File: src/rtl/req_arbiter.sv
// req_arbiter: four-requester arbiter with fixed-priority or round-robin
// selection and a hold counter that bounds each grant tenure.
//
//   state   | meaning
//   --------+-----------------------------------------------------------
//   IDLE    | no owner; arbitrate among active requests on each edge
//   GRANT   | owner holds the resource; gnt[owner] asserted
//   RELEASE | one-cycle gap with gnt low before arbitration resumes
module req_arbiter #(
    parameter int N_REQ    = 4,
    parameter int ID_W     = 2,
    parameter int MAX_HOLD = 8
) (
    input  logic             clk,
    input  logic             rst,
    input  logic             mode,
    input  logic [N_REQ-1:0] req,
    output logic [N_REQ-1:0] gnt,
    output logic [ID_W-1:0]  gnt_id,
    output logic             valid
);

    // A zero-width counter is not legal, so unlimited mode keeps one idle bit.
    localparam int HC_W = (MAX_HOLD == 0) ? 1 : $clog2(MAX_HOLD + 1);
    localparam logic [HC_W-1:0] HOLD_LIM = HC_W'(MAX_HOLD);
    localparam logic [ID_W-1:0] LAST_ID  = ID_W'(N_REQ - 1);

    typedef enum logic [1:0] {
        IDLE    = 2'd0,
        GRANT   = 2'd1,
        RELEASE = 2'd2
    } state_t;

    state_t          state_q, state_d;
    logic [ID_W-1:0] owner_q, owner_d;
    logic [ID_W-1:0] rr_ptr_q, rr_ptr_d;
    logic [HC_W-1:0] hold_q, hold_d;

    logic            win_found;
    logic [ID_W-1:0] win_id;

    // Winner selection; loops run from lowest to highest priority so the
    // last hit (highest priority) is the one that sticks.
    always_comb begin
        logic [ID_W-1:0] idx;
        win_found = 1'b0;
        win_id    = '0;
        idx       = '0;
        if (!mode) begin
            for (int i = N_REQ - 1; i >= 0; i--) begin
                if (req[ID_W'(i)]) begin
                    win_found = 1'b1;
                    win_id    = ID_W'(i);
                end
            end
        end else begin
            // Index arithmetic wraps modulo N_REQ because N_REQ == 2**ID_W.
            for (int i = N_REQ; i >= 1; i--) begin
                idx = rr_ptr_q + ID_W'(i);
                if (req[idx]) begin
                    win_found = 1'b1;
                    win_id    = idx;
                end
            end
        end
    end

    // State, owner, round-robin pointer and hold counter registers.
    always_ff @(posedge clk or negedge rst) begin
        if (!rst) begin
            state_q  <= IDLE;
            owner_q  <= '0;
            rr_ptr_q <= LAST_ID;
            hold_q   <= '0;
        end else begin
            state_q  <= state_d;
            owner_q  <= owner_d;
            rr_ptr_q <= rr_ptr_d;
            hold_q   <= hold_d;
        end
    end

    // Next-state logic: grant from IDLE, bounded tenure in GRANT, one-cycle RELEASE.
    always_comb begin
        state_d  = state_q;
        owner_d  = owner_q;
        rr_ptr_d = rr_ptr_q;
        hold_d   = hold_q;
        case (state_q)
            IDLE: begin
                hold_d = '0;
                if (win_found) begin
                    state_d  = GRANT;
                    owner_d  = win_id;
                    rr_ptr_d = win_id;
                    hold_d   = HC_W'(1);
                end
            end
            GRANT: begin
                if (!req[owner_q]) begin
                    state_d = RELEASE;
                    hold_d  = '0;
                end else if ((MAX_HOLD != 0) && (hold_q == HOLD_LIM)) begin
                    state_d = RELEASE;
                    hold_d  = '0;
                end else if (MAX_HOLD != 0) begin
                    hold_d = hold_q + HC_W'(1);
                end
            end
            RELEASE: begin
                state_d = IDLE;
                owner_d = '0;
                hold_d  = '0;
            end
            default: begin
                state_d = IDLE;
                owner_d = '0;
                hold_d  = '0;
            end
        endcase
    end

    // Outputs decode straight from flops, so they clear as soon as rst falls.
    always_comb begin
        gnt    = '0;
        gnt_id = '0;
        valid  = 1'b0;
        if (state_q == GRANT) begin
            gnt[owner_q] = 1'b1;
            gnt_id       = owner_q;
            valid        = 1'b1;
        end
    end

endmodule

File: config.mk
export PLATFORM = sky130hd
export DESIGN_NAME = req_arbiter
export DESIGN_NICKNAME = d
export VERILOG_FILES = /design/src/rtl/req_arbiter.sv
export SDC_FILE = /design/constraint.sdc
export NUM_CORES = 1
export LEC_CHECK = 0
export BUFFER_PORTS_ARGS = -buffer_cell sky130_fd_sc_hd__buf_2
export CAP_MARGIN = 20
export CORE_MARGIN = 2
export CORE_UTILIZATION = 38
export DETAILED_ROUTE_END_ITERATION = 16
export MAX_ROUTING_LAYER = met4
export RECOVER_POWER = 25
export SLEW_MARGIN = 20
export SYNTH_ARGS = -nofsm -noshare
export SYNTH_HDL_FRONTEND = slang
export SYNTH_SLANG_ARGS = --single-unit
File: constraint.sdc
create_clock -name clk -period 1.2 [get_ports clk]
set_input_delay 0.24 -clock clk [delete_from_list [all_inputs] [get_ports clk]]
set_output_delay 0.24 -clock clk [all_outputs]
set_load 0.005 [all_outputs]
==> impl_metrics.json, run 1 <==
{
  "leakagePower_nw": 0.4714,
  "grt_pass1_wl_um": 2670,
  "critPathSlowestCell": "dfrtp_1",
  "cts_tree": "yes",
  "min_from": "mode",
  "grt_remaining_overflow": 0,
  "hp-class": "input pin to flop",
  "core_area_mm2": 0.001506,
  "seq_area_frac_synth": 0.4174,
  "rsz0062_at_grt": "true",
  "crit_family": "simple AND/OR/NAND/NOR gates",
  "die_w_um": 43.92,
  "detail-route-antenna-nets": 0,
  "synth_top_cell_by_area": "dfrtp_1",
  "fin_crit_sh": 1.215,
  "timing.fmax_ghz": 0.6858,
  "ys.flop_type": "dfrtp_1",
  "placed_cell_area_um2": 787.0,
  "whs_path_depth": 3,
  "path_class": "flop to output pin",
  "yosys-top-cells-area": "dfrtp_1 33%, dfstp_2 8.7%, ha_1 4.1%, nand2b_1 4.1%, mux4_2 3.7%",
  "clk_pin_slew_ns": 0.07,
  "max_slew_margin": 0.6343,
  "synthArstFlopShare": 1.000,
  "io_buffers": 13,
  "ys_ff_latch": 10,
  "ys_warn_count": 0,
  "synthDominantCellAreaShare": 0.3306,
  "r2r_start": "owner_q[0]",
  "setup_viol": 17,
  "required_ns": 0.96,
  "synth_edf_count": 0,
  "synth_nets": 70,
  "clockBufferDepth": 2,
  "grt-busiest-layer": "met2",
  "worst_setup_path_end_kind": "output pin",
  "finalInstanceArea_um2": 984.7,
  "finalNonFillerCells": 115,
  "ioPinCount": 14,
  "drc_errors": 0,
  "met2_usage": 0.3235,
  "cts_max_level": 1,
  "first_pass_iters": 4,
  "clk-insertion-delay-late_ns": 0.27,
  "cp_data_arrival_time_ns": 1.22,
  "synth_area_per_cell_um2": 9.928,
  "preCtsSetupSlack_ns": -0.1375,
  "peakVddDrop_mv": 1.202,
  "layout_setup_ws_ns": -0.2581,
  "num_rows": 14,
  "use_met1": 0.2263,
  "vias_per_cell": 5.209,
  "drtIter0Drc": 2,
  "start_kind": "flop",
  "dpl.hpwl_um": 1116,
  "maxCapViolCount": 0,
  "power_density_mw_per_mm2": 2310,
  "yosys-top-cells-count": "8 x dfrtp_1, 6 x nor2_1, 5 x inv_1",
  "place.gp.congestion": 0.8447,
  "ys_types": 32,
  "start_util": 0.4020,
  "grt_max_degree": 11,
  "clkSinkCount": 10,
  "critPathMaxFanout": 5,
  "met3_usage": 0.07917,
  "hold_viol": 0,
  "cts_root_buf": "clkbuf_4",
  "critPathBufInv": 1,
  "antenna_found_initial": 0,
  "status": "complete, but fails checks",
  "drive_above_1_share": 0.5253,
  "period_minus_slack_ns": 1.458,
  "violations": "setup timing",
  "cpMostUsedCell": "nor2b_4",
  "die_h_um": 43.92,
  "final.setup_skew_ns": 0.005991,
  "critPathLaunch": "state_q[1]",
  "dp_cells": 101,
  "synth_most_common_cell": "dfrtp_1",
  "slew_violations": 0,
  "num_vias": 599,
  "worst_pin_slew_ns": 0.5486,
  "grt_pass1_vias": 608,
  "worst_path_largest_cell_delay_ns": 0.41,
  "nets": 109,
  "cp_num_cells": 4,
  "reg2regPathDepth": 4,
  "grt_usage": 0.2009,
  "syn_inst": 61,
  "antenna_cells": 0,
  "die_area_mm2": 0.001929,
  "totalWireLength_um": 1551,
  "netlist_area_um2": 605.6,
  "area_growth_pct": 62.60,
  "numCtsBuffers": 3,
  "wl_per_cell_um": 13.49,
  "path_cells": "nor2b_4 > and2_4 > nor2b_4 > buf_2"
}
[what timing repair did]
action	4_1_cts	5_1_grt
setup endpoints to repair	16	17
pin swaps	5	4
buffers inserted	8	2
gates resized for setup	13	5
gates cloned	0	0
hold endpoints to repair	8	0
hold buffers	1	0
[layout by cell type (no fill, tap or decap), drive strengths merged]
master,n
mux2i,1
o31ai,1
nor2b,3
dlygate4sd3,1
o211ai,1
and2,3
nand2,2
o21ai,3
nor2,6
dfstp,2
nand4,1
or4b,1
nand3,1
o311a,1
a211oi,1
buf,33
or2,1
a311oi,2
dfrtp,8
a21boi,1
ha,2
xor2,1
a211o,1
inv,5
a21oi,1
xnor2,1
nor3b,1
nand2b,4
mux4,1
and3,2
clkbuf,5
a31oi,2
[final timing paths]
kind	endpoint	slack (ns)
setup / recovery	gnt[1]	-0.26
min in group asynchronous	owner_q[0]	0.46
setup reg to reg	state_q[1]	-0.19
hold / removal	owner_q[1]	0.32
hold reg to reg	hold_q[0]	0.57
max in group asynchronous	rr_ptr_q[0]	0.37
[stage by stage]
stage | TNS [ns] | power [W] | hold slack [ns] | utilization
finish | -2.893 | 0.002274 | 0.3212 | 0.6537
global route | -4.071 | 0.002461 | 0.3362 | 0.6537
CTS | -2.747 | 0.002163 | 0.2985 | 0.6304
detailed placement | -0.8737 | 0.001508 | 0.1128 | 0.5224
global placement | -0.6929 | 0.001486 | 0.1156 | 0.5224
floorplan | -0.3446 | 0.001096 | -0.05559 | -
[report_power, final]
| part | switching, W | internal, W | leakage (nW) |
|---|---|---|---|
| clock network | 0.000121 | 0.000185 | 0.0210 |
| logic | 0.000564 | 0.000815 | 0.326 |
| registers | 0.000103 | 0.000487 | 0.125 |
[state kept, by name (all words and copies together) (netlist names)]
signal	flops
state_q	2
rr_ptr_q	2
owner_q	2
hold_q	4
[worst min-delay path, stage by stage]
cell,delay [ns]
buf_2,0.14
nand4_1,0.11
o21ai_1,0.07
[layout make-up]
class                      instances  area [um^2]
clock buffer                       4        36.28
fill                             127        521.8
inverter                           5        18.77
multi-input combinational         45        391.6
sequential                        10        252.7
tap                               16        20.02
timing repair buffer              35        265.3
[metal layers]
layer  part of all wire  vias to the layer above  routed length [um]
li1                   -                      293                   -
met1               0.42                      290                 654
met2               0.52                       11                 812
met3              0.038                        5                  59
met4              0.015                        0                  24
met5                  0                        -                   0
[logic make-up (layout without fill, tap and decap cells)]
| family | after synthesis | count (layout) | synth area share |
|---|---|---|---|
| simple gates | 25 | 25 | 0.2314 |
| flops | 10 | 10 | 0.4174 |
| compound gates | 14 | 14 | 0.1901 |
| xor+xnor | 2 | 2 | 0.02893 |
| buf+inv | 6 | 44 | 0.03719 |
| mux | 2 | 2 | 0.05372 |
| fa+ha+maj | 2 | 2 | 0.04132 |
No activity file was read; power rests on OpenSTA's default activity.
==> inputs of run 2 (changes only) <==
clock period = 1.5 ns   (was 1.2 ns; I/O delays follow)
==> impl_metrics.json, run 2 (synthesized netlist as in run 1, its figures left out) <==
{
  "detail-route-antenna-nets": 0,
  "final_common_cell": "buf_2",
  "antenna_found_initial": 0,
  "layout_setup_ws_ns": -0.04409,
  "clk_pin_slew_ns": 0.07,
  "dpl.hpwl_um": 945,
  "hold_viol": 0,
  "ioPinCount": 14,
  "worst_setup_path_end_kind": "output pin",
  "critPathMaxFanout": 6,
  "drc_errors": 0,
  "hp-class": "input pin to flop",
  "path_class": "flop to output pin",
  "min_from": "req[0]",
  "nets": 91,
  "totalWireLength_um": 1228,
  "layout_common_cells": "12 x buf_2, 6 x nor2_1, 6 x dfrtp_1",
  "num_rows": 14,
  "cts_root_buf": "clkbuf_4",
  "clk-insertion-delay-late_ns": 0.27,
  "violations": "setup timing",
  "preCtsSetupSlack_ns": 0.04086,
  "numCtsBuffers": 3,
  "grt_usage": 0.1574,
  "period_minus_slack_ns": 1.544,
  "antenna_cells": 0,
  "maxCapViolCount": 0,
  "fin_crit_sh": 1.029,
  "regMostFlops": "hold_q",
  "timing.fmax_ghz": 0.6476,
  "place.gp.congestion": 0.7619,
  "slew_violations": 0,
  "whs_path_depth": 3,
  "leakagePower_nw": 0.3625,
  "power_w": 0.001339,
  "drive_above_1_share": 0.3951,
  "setup_tns_ns": -0.08642,
  "setup_viol": 2,
  "die_h_um": 43.92,
  "grt_remaining_overflow": 0,
  "num_vias": 521,
  "power_density_mw_per_mm2": 1729,
  "io_buffers": 13,
  "wl_per_cell_um": 12.66,
  "multi_input_area_um2": 357.8,
  "final.setup_skew_ns": 0.01323,
  "reg2regPathDepth": 4,
  "r2r_start": "rr_ptr_q[0]",
  "required_ns": 1.20,
  "grt_max_degree": 11,
  "r2r_setup_slack_ns": 0.13,
  "die_w_um": 43.92,
  "rsz0062_at_grt": "true",
  "max_slew_margin": 0.6515,
  "die_area_mm2": 0.001929,
  "cts_tree": "yes",
  "clkSinkCount": 10,
  "largest_reg_flops": 4,
  "status": "complete, but fails checks",
  "grt_pass1_vias": 479,
  "seqCellArea_um2": 255.2,
  "r2r-end": "owner_q[0]",
  "cp_data_arrival_time_ns": 1.24,
  "start_kind": "flop",
  "start_util": 0.4020,
  "drtIter0Drc": 8,
  "vias_per_cell": 5.371,
  "worst_pin_slew_ns": 0.5227,
  "fillCellCount": 141,
  "core_area_mm2": 0.001506,
  "peakVddDrop_mv": 1.073,
  "min_to": "rr_ptr_q[0]",
  "cts_max_level": 1,
  "area_growth_pct": 27.89,
  "clockBufferDepth": 2,
  "grt_pass1_wl_um": 2125,
  "first_pass_iters": 4
}
## run 2: worst max-delay path by stage
stage,from,slack [ns],end
after global placement,state_q[1],0.08,gnt[1]
final,state_q[1],-0.04,gnt[2]
after global routing,state_q[1],-0.12,gnt[2]
after floorplan,state_q[1],0.15,gnt[1]
after CTS,state_q[1],-0.05,gnt[1]
after detailed placement,state_q[1],0.04,gnt[1]
## run 2: layout make-up
class / count / share of cell area
tap: 16 / 0.02585
inverter: 5 / 0.02423
clock buffer: 4 / 0.03393
multi-input combinational: 45 / 0.4620
sequential: 10 / 0.3296
timing repair buffer: 17 / 0.1244
## run 2: per-stage QoR
| step | instance area (um^2) | std cells | util | hold slack [ns] |
|---|---|---|---|---|
| after detailed placement | 694.4 | 90 | 0.4610 | 0.1707 |
| final | 774.5 | 97 | 0.5141 | 0.3862 |
| after CTS | 747.0 | 96 | 0.4958 | 0.3680 |
| after global routing | 774.5 | 97 | 0.5141 | 0.3852 |
| after global placement | 694.4 | 90 | 0.4610 | 0.1744 |
| after floorplan | 605.6 | 61 | - | 0.004409 |
## run 2: critical path, cell delays in order, from the launching register on
cell and delay, ns:
dfrtp_2 0.43, nor2b_4 0.17, and2_4 0.16, nor2b_4 0.11, buf_2 0.10
## run 2: per-layer routing
layer	global-route usage	share of wire	vias up	wire, um
li1	-	-	257	-
met1	0.2098	0.48	245	595
met2	0.2147	0.46	17	560
met3	0.06250	0.054	2	66
met4	0.05455	0.0049	0	6
met5	-	0	-	0
## run 2: report_power, final
group	total [W]	switching (W)	internal, W
clock	0.000190	0.0000878	0.000102
sequential	0.000520	0.000125	0.000395
combinational	0.000629	0.000291	0.000338
total	0.00134	0.000504	0.000835
## run 2: timing repair
item | in CTS | in global routing
endpoints found under the setup margin | 7 | 3
hold buffers | 1 | 0
gates resized for setup | 3 | 5
setup buffers | 1 | 1
cloned | 0 | 0
hold endpoints to repair | 8 | 0
pin swaps | 0 | 0
